**src/rtl/ir_nec_pkg.sv**
```systemverilog
// ir_nec_pkg: definitions shared by the NEC IR transmit and receive blocks.
//   - nec_state_e : 3-bit frame sequencer state encoding
//   - NEC_*_DUR   : default NEC timing in clocks at 50 MHz
//   - NEC_FRAME_BITS, byte field positions of the 32-bit code word
//   - nec_tx_word : builds the on-air word from the host code word
package ir_nec_pkg;

  typedef enum logic [2:0] {
    StIdle      = 3'd0,
    StLeadMark  = 3'd1,
    StLeadSpace = 3'd2,
    StBitMark   = 3'd3,
    StBitSpace  = 3'd4,
    StStopMark  = 3'd5,
    StGap       = 3'd6
  } nec_state_e;

  localparam int unsigned NEC_LEAD_MARK_DUR  = 450000;
  localparam int unsigned NEC_LEAD_SPACE_DUR = 225000;
  localparam int unsigned NEC_BIT_MARK_DUR   = 28000;
  localparam int unsigned NEC_ZERO_SPACE_DUR = 28000;
  localparam int unsigned NEC_ONE_SPACE_DUR  = 84500;
  localparam int unsigned NEC_GAP_DUR        = 2000000;
  localparam int unsigned NEC_CARRIER_HALF   = 658;

  // Duration counter width; the 40 ms gap is the longest interval.
  localparam int unsigned NEC_CNT_W = 22;

  localparam int unsigned NEC_FRAME_BITS = 32;

  localparam int unsigned NEC_ADDR_LSB = 0;
  localparam int unsigned NEC_EXT_LSB  = 8;
  localparam int unsigned NEC_CMD_LSB  = 16;
  localparam int unsigned NEC_INV_LSB  = 24;

  // With auto_inv set, the top byte is regenerated as the inverted command.
  function automatic logic [31:0] nec_tx_word(input logic [31:0] data, input logic auto_inv);
    logic [31:0] w;
    w                    = '0;
    w[NEC_ADDR_LSB +: 8] = data[NEC_ADDR_LSB +: 8];
    w[NEC_EXT_LSB +: 8]  = data[NEC_EXT_LSB +: 8];
    w[NEC_CMD_LSB +: 8]  = data[NEC_CMD_LSB +: 8];
    w[NEC_INV_LSB +: 8]  = auto_inv ? ~data[NEC_CMD_LSB +: 8] : data[NEC_INV_LSB +: 8];
    return w;
  endfunction

endpackage

```
**src/rtl/ir_carrier_gen.sv**
```systemverilog
// ir_carrier_gen: IR carrier square wave, gated by an enable.
//   iCLK      in  system clock
//   iRST_n    in  asynchronous active-low reset
//   iEN       in  carrier enable (high during marks)
//   oCARRIER  out carrier, 1 for the first CARRIER_HALF clocks after iEN rises,
//                 then toggling every CARRIER_HALF clocks; 0 while iEN is low
module ir_carrier_gen
  import ir_nec_pkg::*;
#(
  parameter int unsigned CARRIER_HALF = NEC_CARRIER_HALF
) (
  input  logic iCLK,
  input  logic iRST_n,
  input  logic iEN,
  output logic oCARRIER
);

  localparam int unsigned CntW = $clog2(CARRIER_HALF + 1);

  logic [CntW-1:0] cnt_q;
  logic            phase_q;

  // While disabled the counter is parked with phase 1 so every mark starts high.
  always_ff @(posedge iCLK or negedge iRST_n) begin
    if (!iRST_n) begin
      cnt_q   <= '0;
      phase_q <= 1'b1;
    end else if (!iEN) begin
      cnt_q   <= '0;
      phase_q <= 1'b1;
    end else if (cnt_q == CntW'(CARRIER_HALF - 1)) begin
      cnt_q   <= '0;
      phase_q <= ~phase_q;
    end else begin
      cnt_q   <= cnt_q + 1'b1;
    end
  end

  assign oCARRIER = iEN & phase_q;

endmodule

```
**src/rtl/ir_nec_transmit.sv**
```systemverilog
// ir_nec_transmit: NEC-format infrared frame transmitter.
// Sends leader, 32 data bits LSB first, stop mark and a minimum gap.
//   iCLK    in  system clock (50 MHz)
//   iRST_n  in  asynchronous active-low reset
//   iSEND   in  start request, sampled only while oBUSY=0
//   iDATA   in  32-bit code word {~cmd, cmd, addr/ext, addr}
//   oBUSY   out frame in progress, leader through end of gap
//   oDONE   out one-cycle pulse on the last gap clock
//   oIRDA   out baseband level, 0 during marks
//   oIRLED  out LED drive, 1 = LED on
// Build option: IR_NEC_TX_CARRIER_EN defined -> oIRLED is the mark gated with a
// 38 kHz carrier from ir_carrier_gen; undefined -> oIRLED = ~oIRDA.
module ir_nec_transmit
  import ir_nec_pkg::*;
#(
  parameter int unsigned LEAD_MARK_DUR  = NEC_LEAD_MARK_DUR,
  parameter int unsigned LEAD_SPACE_DUR = NEC_LEAD_SPACE_DUR,
  parameter int unsigned BIT_MARK_DUR   = NEC_BIT_MARK_DUR,
  parameter int unsigned ZERO_SPACE_DUR = NEC_ZERO_SPACE_DUR,
  parameter int unsigned ONE_SPACE_DUR  = NEC_ONE_SPACE_DUR,
  parameter int unsigned GAP_DUR        = NEC_GAP_DUR,
  parameter int unsigned CARRIER_HALF   = NEC_CARRIER_HALF,
  parameter bit          AUTO_INV       = 1'b1
) (
  input  logic        iCLK,
  input  logic        iRST_n,
  input  logic        iSEND,
  input  logic [31:0] iDATA,
  output logic        oBUSY,
  output logic        oDONE,
  output logic        oIRDA,
  output logic        oIRLED
);

  localparam int unsigned CntW = NEC_CNT_W;
  localparam int unsigned BitW = $clog2(NEC_FRAME_BITS);

  nec_state_e      state_q, state_d;
  logic [CntW-1:0] cnt_q, cnt_d;
  logic [CntW-1:0] dur_last;
  logic [BitW-1:0] bitcnt_q, bitcnt_d;
  logic [31:0]     shreg_q, shreg_d;
  logic            pend_q, pend_d;
  logic            busy_q, busy_d;
  logic            done_q, done_d;
  logic            irda_q, irda_d;
  logic            last;

  // Terminal count of the current timed state.
  always_comb begin
    dur_last = '0;
    case (state_q)
      StLeadMark:            dur_last = CntW'(LEAD_MARK_DUR - 1);
      StLeadSpace:           dur_last = CntW'(LEAD_SPACE_DUR - 1);
      StBitMark, StStopMark: dur_last = CntW'(BIT_MARK_DUR - 1);
      StBitSpace:            dur_last = shreg_q[0] ? CntW'(ONE_SPACE_DUR - 1)
                                                   : CntW'(ZERO_SPACE_DUR - 1);
      StGap:                 dur_last = CntW'(GAP_DUR - 1);
      default:               dur_last = '0;
    endcase
  end

  assign last = (cnt_q == dur_last);

  always_comb begin
    state_d  = state_q;
    cnt_d    = cnt_q + 1'b1;
    bitcnt_d = bitcnt_q;
    shreg_d  = shreg_q;
    pend_d   = pend_q;
    case (state_q)
      StIdle: begin
        cnt_d = '0;
        // The word is latched one edge before the leader starts; a request
        // seen while that load is pending is ignored.
        if (pend_q) begin
          pend_d   = 1'b0;
          bitcnt_d = '0;
          state_d  = StLeadMark;
        end else if (iSEND) begin
          pend_d  = 1'b1;
          shreg_d = nec_tx_word(iDATA, AUTO_INV);
        end
      end
      StLeadMark:  if (last) state_d = StLeadSpace;
      StLeadSpace: if (last) state_d = StBitMark;
      StBitMark:   if (last) state_d = StBitSpace;
      StBitSpace: begin
        if (last) begin
          shreg_d  = shreg_q >> 1;
          bitcnt_d = bitcnt_q + 1'b1;
          state_d  = (bitcnt_q == BitW'(NEC_FRAME_BITS - 1)) ? StStopMark : StBitMark;
        end
      end
      StStopMark:  if (last) state_d = StGap;
      StGap:       if (last) state_d = StIdle;
      default:     state_d = StIdle;
    endcase
    if (state_d != state_q) cnt_d = '0;
  end

  // Outputs are registered from next state so they change cleanly on the edge.
  always_comb begin
    irda_d = !(state_d inside {StLeadMark, StBitMark, StStopMark});
    busy_d = (state_d != StIdle);
    done_d = (state_d == StGap) && (cnt_d == CntW'(GAP_DUR - 1));
  end

  always_ff @(posedge iCLK or negedge iRST_n) begin
    if (!iRST_n) begin
      state_q  <= StIdle;
      cnt_q    <= '0;
      bitcnt_q <= '0;
      shreg_q  <= '0;
      pend_q   <= 1'b0;
      busy_q   <= 1'b0;
      done_q   <= 1'b0;
      irda_q   <= 1'b1;
    end else begin
      state_q  <= state_d;
      cnt_q    <= cnt_d;
      bitcnt_q <= bitcnt_d;
      shreg_q  <= shreg_d;
      pend_q   <= pend_d;
      busy_q   <= busy_d;
      done_q   <= done_d;
      irda_q   <= irda_d;
    end
  end

  assign oBUSY = busy_q;
  assign oDONE = done_q;
  assign oIRDA = irda_q;

`ifdef IR_NEC_TX_CARRIER_EN
  logic mark;
  logic carrier;

  assign mark = ~irda_q;

  ir_carrier_gen #(
    .CARRIER_HALF(CARRIER_HALF)
  ) u_carrier (
    .iCLK    (iCLK),
    .iRST_n  (iRST_n),
    .iEN     (mark),
    .oCARRIER(carrier)
  );

  assign oIRLED = mark & carrier;
`else
  // Baseband drive for an external modulator; the carrier period is not needed.
  logic unused_carrier_half;
  assign unused_carrier_half = ^CARRIER_HALF;

  assign oIRLED = ~irda_q;
`endif

endmodule
```
**config.mk**
```make
export PLATFORM = sky130hd
export DESIGN_NAME = ir_nec_transmit
export DESIGN_NICKNAME = d
export VERILOG_FILES = /design/src/rtl/ir_nec_pkg.sv /design/src/rtl/ir_carrier_gen.sv /design/src/rtl/ir_nec_transmit.sv
export SDC_FILE = /design/constraint.sdc
export NUM_CORES = 1
export LEC_CHECK = 0
export CAP_MARGIN = 20
export CORE_MARGIN = 10
export CORE_UTILIZATION = 49
export CTS_CLUSTER_DIAMETER = 100
export DETAILED_ROUTE_END_ITERATION = 8
export PLACE_DENSITY = 0.7
export SLEW_MARGIN = 10
export SYNTH_ARGS = -nofsm -noshare
export SYNTH_HDL_FRONTEND = slang
export SYNTH_SLANG_ARGS = --single-unit
```
**constraint.sdc**
```tcl
create_clock -name iCLK -period 8 [get_ports iCLK]
set_input_delay 1.6 -clock iCLK [delete_from_list [all_inputs] [get_ports iCLK]]
set_output_delay 1.6 -clock iCLK [all_outputs]
set_load 0.01 [all_outputs]
```
==> run summary <==
Top cells by area, synth: dfrtp_1 43%, nor2_1 5.9%, a21oi_1 4.1%, o22ai_1 4.0%, xnor2_1 3.3%
# diodes: 0
RD Place Congestion: 0.843
Port Buffer Count: 30
Drc violations: 0
Syn Inst Count: 413
Clock-pin slew on the worst setup and hold paths: 0.08 ns
Count of state elements after synthesis: 66
Hold path startpoint: bitcnt_q[0]
Largest area contributor in the netlist: dfrtp_1
Worst hold slack: 0.511 ns
CP Launch Point: state_q[0]
Postcts setup bufs: 0
Ports: 39
Register area: 0.00165 mm²
Cell Int Power: 0.475 mW
Pwr Density: 146 mW/mm²
Die Span Y: 107 µm
Fin util: 57.5%
Overall Power: 0.617 mW
Filler cell count in the final layout: 663
# hold bufs at CTS: 0
Hold path depth: 1
Worst slew pin tran: 0.828 ns
VDD IR-drop max: 0.0803 mV
DR WL/cell: 15.7 µm
Total count of hold-check failures in the final report: 0
GRT Total Usage: 14.7%
Antenna viol nets, final: 0
Fin crit period: 3.43 ns
Commonest non-fill, non-tap cell in the layout: dfrtp_1
Combinational share of power: 3.4%
WL final: 8260 µm
Internal reg-to-reg setup slack: 4.57 ns
Sequential power share: 54.1%
Fin crit share: 42.8%
Count of different cell masters after synthesis: 61
Status: finished clean
Multi-input gate area: 0.00189 mm²
Sw Ratio: 22.9%
Worst reg2reg path depth: 7
Starting Density: 51.1%
Pre-antenna DRT Iters: 5
Total Nets Final: 461
Longest Clk Path Bufs: 2
Setup crit start kind: flop
Top cell type's share of synthesized area: 43.4%
# placed instances: 511
Post-synthesis sequential area ratio: 44.1%
Worst reg2reg path startpoint: state_q[0]
Vias in the first global route: 2,962
First-pass GRT wire length: 14,100 µm
CTS tree: done
Fmax: 292 MHz
Gr ovfl total: 0
Die Wd: 107 µm
Synth warnings: 0
CTS H-tree lvls: 3
Die Area: 0.0115 mm²
Leakage: 1.80 nW
Clock root buffer: clkbuf_8
Later-pin clock latency in the skew report: 0.34 ns
# rows: 31
Largest net degree at the start of global routing: 67
Clock power frac: 42.5%
Post-route setup TNS: 0 ns
Unrepaired setup endpoints after global routing: no
Crit Reg-Reg Endpoint: cnt_q[9]
Initial antenna violation count: 0
Placeable Area: 0.00733 mm²
Ratio of cells with drive above 1 in the final layout: 7.94%
Switching pwr: 0.141 mW
CP endpoint: cnt_q[9]
Max-cap violations: 0
Main synth FF type: dfrtp_1
Number of synthesized flops with an enable pin: 0
Post-Place Worst Slack: 4.58 ns
Critical Path AT: 3.61 ns
Design area: 0.00421 mm²
Num CTS Buffers: 9
CTS resizes: 0
Post-DP HPWL: 5520 µm
CTS sink cnt: 66
Initial DRC count: 212
Placed cell areas: 0.00403 mm²
Critical Path End Type: flop
Hold Crit Class: flop to flop
Synth Net Count: 451
Final setup vio count: 0
Via count: 3,076
Layout Cells excl Fill: 527
Crit-path max FO: 27
Synth Cell Area: 0.00374 mm²
Commonest cells after routing, fill and taps aside: 65 x dfrtp_1, 59 x nor2_1, 31 x a21oi_1
Final slew viol count: 0
Worst path required time: 8.19 ns
Async S/R FF share, synth: 100%
P&R area growth vs syn: 12.5%
Clock Skews: 0.0123 ns
Max transition margin: 44.8%
Final WS setup: 4.57 ns
Vias per cell: 5.84
CP Class: flop to flop
Mean area per synthesized cell: 9.07 µm²
cells in the mapped netlist, drive strengths merged, types with 4 or more instances:
cell     n
clkbuf  22
nand3   19
xor2    10
o22ai   25
nand2   30
nor2b    5
nor3b    6
and3     8
inv      8
o21ai   11
or3      8
and2     4
o221a    9
nand4    6
nor2    59
xnor2   14
nor4     4
and4     4
nand2b   4
nor3     6
dfrtp   65
a21oi   31
buf     13
state kept, by name, indices dropped and copies added, names as in the netlist:
signal,count
shreg_q,32
cnt_q,22
bitcnt_q,5
state_q,3
oBUSY,1
oDONE,1
oIRDA,1
pend_q,1
critical path, stage by stage (launching register included):
cell and delay (ns):
dfrtp_1 0.68, nor3b_1 0.45, mux2_2 0.37, a32o_1 0.23
a2111oi_4 0.39, and2_1 0.33, or3_1 0.68, nor2_1 0.13
cell type report:
class                   instances  share of cell area (%)
repair buffers                 34                    7.72
inverters                       8                   0.713
multi-input cells             304                    45.0
flip-flops and latches         66                    39.2
clock inverters                 5                   0.861
well taps                      99                    2.94
clock buffers                  11                    3.59
cells by family (layout without fill, tap and decap cells):
family	after synthesis	in the layout	share of synthesized area, %
AND/OR/NAND/NOR	174	174	23.9
AO/OA/AOI/OAI	99	99	18.8
adder cells (fa/ha/maj)	4	4	1.27
flip-flops	66	66	44.1
multiplexers	3	3	0.835
XOR/XNOR	24	24	5.61
buffers and inverters	43	58	5.41
routing by layer:
metal | GRT usage, % | up-vias | share of wire [%]
li1 | - | 1505 | -
met1 | 19.5 | 1492 | 48
met2 | 22.7 | 68 | 46
met3 | 4.01 | 11 | 4.7
met4 | 5.06 | 0 | 1.1
met5 | 0 | - | 0
worst min-delay path by stage:
stage	slack, ns	end
after floorplan	0.47	shreg_q[31]
after global placement	0.49	shreg_q[31]
after detailed placement	0.50	bitcnt_q[0]
after CTS	0.52	bitcnt_q[0]
after global routing	0.55	bitcnt_q[0]
final	0.51	bitcnt_q[0]
power groups by stage:
stage          logic, mW  clock network, mW  registers [mW]
4_1_cts           0.0214              0.271           0.334
6_report          0.0208              0.262           0.334
2_1_floorplan   0.000877                  0           0.340
5_1_grt           0.0230              0.286           0.334
3_5_place_dp      0.0214                  0           0.340
3_3_place_gp      0.0212                  0           0.340
No activity file was read; power rests on OpenSTA's default activity.
